--- src/rtl/rle_decode.sv ---
// Run-length decoder: reads (count,value) byte pairs from a single-port SRAM and
// writes the expanded byte stream back as little-endian packed 32-bit words.
module rle_decode (
  input  logic        clk,
  input  logic        reset,
  input  logic        start,
  input  logic [31:0] rle_addr,
  input  logic [31:0] rle_size,
  input  logic [31:0] message_addr,
  output logic [31:0] message_size,
  output logic        done,
  output logic        port_A_clk,
  output logic [15:0] port_A_addr,
  output logic        port_A_we,
  output logic [31:0] port_A_data_in,
  input  logic [31:0] port_A_data_out
);

  typedef enum logic [2:0] {
    IDLE, READ, CAPTURE, EXPAND, WRITE, FLUSH, FINISH
  } state_t;

  state_t      state_q, state_d;
  logic [31:0] rd_ptr_q, rd_ptr_d;
  logic [31:0] wr_ptr_q, wr_ptr_d;
  logic [31:0] msize_q, msize_d;
  logic [30:0] pairs_left_q, pairs_left_d;
  logic [31:8] word_q, word_d;
  logic        half_q, half_d;
  logic [7:0]  cnt_q, cnt_d;
  logic [31:0] buf_q, buf_d;
  logic [2:0]  nbytes_q, nbytes_d;
  logic        done_q, done_d;

  logic [7:0]  cur_val;
  logic        last_pair;

  assign cur_val   = half_q ? word_q[31:24] : word_q[15:8];
  assign last_pair = (pairs_left_q == 31'd1);

  always_ff @(posedge clk or posedge reset) begin
    if (reset) begin
      state_q      <= IDLE;
      rd_ptr_q     <= '0;
      wr_ptr_q     <= '0;
      msize_q      <= '0;
      pairs_left_q <= '0;
      word_q       <= '0;
      half_q       <= 1'b0;
      cnt_q        <= '0;
      buf_q        <= '0;
      nbytes_q     <= '0;
      done_q       <= 1'b0;
    end else begin
      state_q      <= state_d;
      rd_ptr_q     <= rd_ptr_d;
      wr_ptr_q     <= wr_ptr_d;
      msize_q      <= msize_d;
      pairs_left_q <= pairs_left_d;
      word_q       <= word_d;
      half_q       <= half_d;
      cnt_q        <= cnt_d;
      buf_q        <= buf_d;
      nbytes_q     <= nbytes_d;
      done_q       <= done_d;
    end
  end

  always_comb begin
    state_d      = state_q;
    rd_ptr_d     = rd_ptr_q;
    wr_ptr_d     = wr_ptr_q;
    msize_d      = msize_q;
    pairs_left_d = pairs_left_q;
    word_d       = word_q;
    half_d       = half_q;
    cnt_d        = cnt_q;
    buf_d        = buf_q;
    nbytes_d     = nbytes_q;
    done_d       = done_q;

    case (state_q)
      IDLE: begin
        if (start) begin
          rd_ptr_d     = rle_addr;
          wr_ptr_d     = message_addr;
          msize_d      = '0;
          pairs_left_d = rle_size[31:1];
          half_d       = 1'b0;
          cnt_d        = '0;
          buf_d        = '0;
          nbytes_d     = '0;
          done_d       = 1'b0;
          state_d      = (rle_size[31:1] == 31'd0) ? FINISH : READ;
        end
      end
      READ: state_d = CAPTURE;
      CAPTURE: begin
        word_d   = port_A_data_out[31:8];
        cnt_d    = port_A_data_out[7:0];
        half_d   = 1'b0;
        rd_ptr_d = rd_ptr_q + 32'd4;
        state_d  = EXPAND;
      end
      EXPAND: begin
        if (cnt_q != 8'd0) begin
          buf_d[{nbytes_q[1:0], 3'b000} +: 8] = cur_val;
          nbytes_d = nbytes_q + 3'd1;
          cnt_d    = cnt_q - 8'd1;
          msize_d  = msize_q + 32'd1;
          // Jump straight to FLUSH on the final byte so done follows the last write.
          if (nbytes_q == 3'd3)
            state_d = WRITE;
          else if (cnt_q == 8'd1 && last_pair)
            state_d = FLUSH;
        end else begin
          pairs_left_d = pairs_left_q - 31'd1;
          if (last_pair)
            state_d = (nbytes_q != 3'd0) ? FLUSH : FINISH;
          else if (!half_q) begin
            half_d = 1'b1;
            cnt_d  = word_q[23:16];
          end else
            state_d = READ;
        end
      end
      WRITE: begin
        wr_ptr_d = wr_ptr_q + 32'd4;
        buf_d    = '0;
        nbytes_d = '0;
        state_d  = (cnt_q == 8'd0 && last_pair) ? FINISH : EXPAND;
      end
      FLUSH: begin
        wr_ptr_d = wr_ptr_q + 32'd4;
        buf_d    = '0;
        nbytes_d = '0;
        state_d  = FINISH;
      end
      FINISH:  state_d = IDLE;
      default: state_d = IDLE;
    endcase

    if (state_d == FINISH)
      done_d = 1'b1;
  end

  assign port_A_clk     = clk;
  assign port_A_we      = (state_q == WRITE) || (state_q == FLUSH);
  assign port_A_addr    = port_A_we ? wr_ptr_q[15:0] : rd_ptr_q[15:0];
  assign port_A_data_in = buf_q;
  assign message_size   = msize_q;
  assign done           = done_q;

  logic unused_bits;
  assign unused_bits = ^{rle_size[0], rd_ptr_q[31:16], wr_ptr_q[31:16]};

endmodule
--- config.mk ---
export PLATFORM = sky130hd
export DESIGN_NAME = rle_decode
export DESIGN_NICKNAME = d
export VERILOG_FILES = /design/src/rtl/rle_decode.sv
export SDC_FILE = /design/constraint.sdc
export NUM_CORES = 1
export LEC_CHECK = 0
export CORE_ASPECT_RATIO = 1.75
export CORE_MARGIN = 5
export CORE_UTILIZATION = 30
export CTS_CLUSTER_DIAMETER = 200
export DETAILED_ROUTE_END_ITERATION = 16
export PLACE_DENSITY = 0.51
export SYNTH_ARGS = -nofsm -noshare
export SYNTH_HDL_FRONTEND = slang
export SYNTH_SLANG_ARGS = --single-unit
--- constraint.sdc ---
create_clock -name clk -period 11.68 [get_ports clk]
set_input_delay 2.336 -clock clk [delete_from_list [all_inputs] [get_ports clk]]
set_output_delay 2.336 -clock clk [all_outputs]
set_load 0.005 [all_outputs]
==> run summary <==
Hold Crit Class: reg2reg
Syn nets: 1148
Mapped cell area: 8925 µm²
Ys async rst share: 100.0%
Critical Path AT: 6520 ps
Multi-input gate area: 4439 µm²
Via count: 8069
Most common cell after layout, fill and taps aside: clkdlybuf4s50_1
GR Overflow Total: 0
Die width: 140.4 µm
Post CTS Setup Buffer Count: 0
DR WL/cell: 19.13 µm
DR DRC count: 0
Outcome: completed
First-pass GRT wire length: 47040 µm
Post-synthesis sequential area ratio: 46.82%
Slew of the pin with the lowest slew margin: 1093 ps
Drt pass-1 iters: 4
Area growth syn-to-layout: 31.74%
Row cnt: 83
IO Count: 214
DRT iter0 DRCs: 356
Max incr delay on CP: 430 ps
Filler instances: 2997
Routability cong.: 0.8264
Max Cap Viol: 0
Die height: 238.2 µm
PortBufs: 180
Yosys reg bits: 167
Yosys warns: 0
Crit start category: clock port
All-Layer GR Usage: 17.89%
Pwr dens: 237.2 nW/µm²
DRT Wirelength: 29790 µm
Worst R2R Start: state_q[1]
CP Capture Type: primary output
Share of cells above drive strength 1: 7.679%
Largest net degree at the start of global routing: 62
Worst path slowest cell: clkdlybuf4s50_1
Starting Density: 30.37%
Slew HR: 26.62%
Setup tns final: 0 ps
Reg clk slew, reported paths: 60 ps
WP depth: 3
Hpwl dp: 22010 µm
Clock skew: 10.60 ps
DIE AREA: 33430 µm²
Slew Limit Fails: 0
Post-DRT Antenna Nets: 0
RR Endpoint: pairs_left_q[17]
Setup violators final: 0
Critical Path Most Common Cell: clkbuf_16
Worst Hold End: wr_ptr_q[0]
Nets: 1302
Most frequent cells in the layout: 180 x clkdlybuf4s50_1, 167 x dfrtp_1, 149 x nand2_1, 99 x nor2_1, 78 x a21oi_1
Skew-Pair Late Insertion Delay: 560 ps
Initial antenna violation count: 3
Vias in the first global route: 8287
RSZ-0062 raised after global routing: false
Unique masters post-synth: 68
R2R setup slack: 7930 ps
Core area: 29390 µm²
Cell Chain, Critical Path: clkbuf_16 -> clkbuf_16 -> clkdlybuf4s50_1
Hold Path Origin: wr_ptr_q[0]
FF+latch area: 4179 µm²
CTS tree: done
Syn Area/Cell: 8.880 µm²
Synth Flop Type: dfrtp_1
CTS Hold Bufs: 0
CP top delay family: buffers and inverters
CP Class: clk2out
Bufs and invs on worst path: 3
Routed vias/inst: 5.182
Worst reg-to-reg path cell count: 5
Post-cts gate resize count: 0
Number of flops mapped to enable cells by yosys: 0
Max IR drop VDD: 137.5 µV
Final Hold Fails: 0
Tot Pwr: 2.789 mW
Post-Syn Instances: 1005
Hold Path Stages: 2
CP required: 9340 ps
Static leakage: 4.705 nW
Crit path max fanout: 2
==> through the flow <==
| step | std cells | hold slack [ps] | instance area (µm²) | setup slack, ps | utilization (%) |
|---|---|---|---|---|---|
| floorplan | 1005 | 438.6 | 8925 | 3393 | - |
| global placement | 1519 | 453.7 | 11080 | 3090 | 37.69 |
| detailed placement | 1519 | 457.6 | 11080 | 3090 | 37.69 |
| CTS | 1554 | 474.4 | 11750 | 2816 | 39.98 |
| global route | 1557 | 494.8 | 11760 | 2807 | 40.01 |
| finish | 1557 | 469.7 | 11760 | 2828 | 40.01 |
==> area by class of cell <==
type	count	share of cell area [%]
clock buffers	23	4.576
multi-input cells	754	37.76
repair buffers	189	15.88
flip-flops and latches	167	35.54
diodes	3	0.06385
inverters	26	0.8726
well taps	382	4.065
clock inverters	13	1.245
==> worst register-to-register path, delay by kind of cell, from the launching register on <==
kind | cells | cell delay (ps)
DFF | 1 | 920
AOI/OAI and AO/OA | 2 | 490
and+or+nand+nor | 3 | 2240
==> worst max-delay path by stage <==
stage / slack [ps] / to / startpoint
3_5_place_dp: 3090 / port_A_clk / clk
6_report: 2830 / port_A_clk / clk
5_1_grt: 2810 / port_A_clk / clk
4_1_cts: 2820 / port_A_clk / clk
3_3_place_gp: 3090 / port_A_clk / clk
2_1_floorplan: 3390 / port_A_clk / clk
==> cells by family after synthesis <==
| group | after synthesis | share of synthesized area, % |
|---|---|---|
| adders and majority gates | 12 | 1.682 |
| buffers and inverters | 84 | 3.631 |
| muxes | 36 | 4.374 |
| xor gates and xnor gates | 20 | 1.963 |
| AOI/OAI and AO/OA | 279 | 19.87 |
| DFF | 167 | 46.82 |
| and+or+nand+nor | 407 | 21.66 |
==> state kept, by name, summed over array words and instances (netlist names) <==
name            cells
message_size       32
port_A_data_in     32
pairs_left_q       31
word_q             24
rd_ptr_q           16
wr_ptr_q           16
cnt_q               8
nbytes_q            3
state_q             3
done                1
half_q              1
==> synthesized netlist by cell type (17+ instances only) <==
library cell	n	share of area [%]
nor3_1	23	1.3
dfrtp_1	167	47
clkbuf_1	47	2.0
mux2_2	24	3.0
o21ai_0	70	3.9
o31ai_1	38	3.2
nand3_1	35	2.0
nand2_1	150	6.3
nor4_1	17	1.2
inv_1	26	1.1
nor2_1	99	4.2
a21oi_1	79	4.4
==> power breakdown <==
part	internal [mW]	switching (mW)
Sequential	0.780	0.229
Combinational	0.471	0.670
Clock	0.378	0.262
Total	1.63	1.16
==> per-layer routing <==
layer | routed length [µm] | global-route usage (%) | vias up
met4 | 858 | 7.141 | 0
met1 | 11480 | 19.39 | 3875
met2 | 16330 | 33.53 | 169
li1 | - | - | 3980
met3 | 1127 | 3.750 | 45
met5 | 0 | 0 | -
Power figures use the tool's default switching activity.
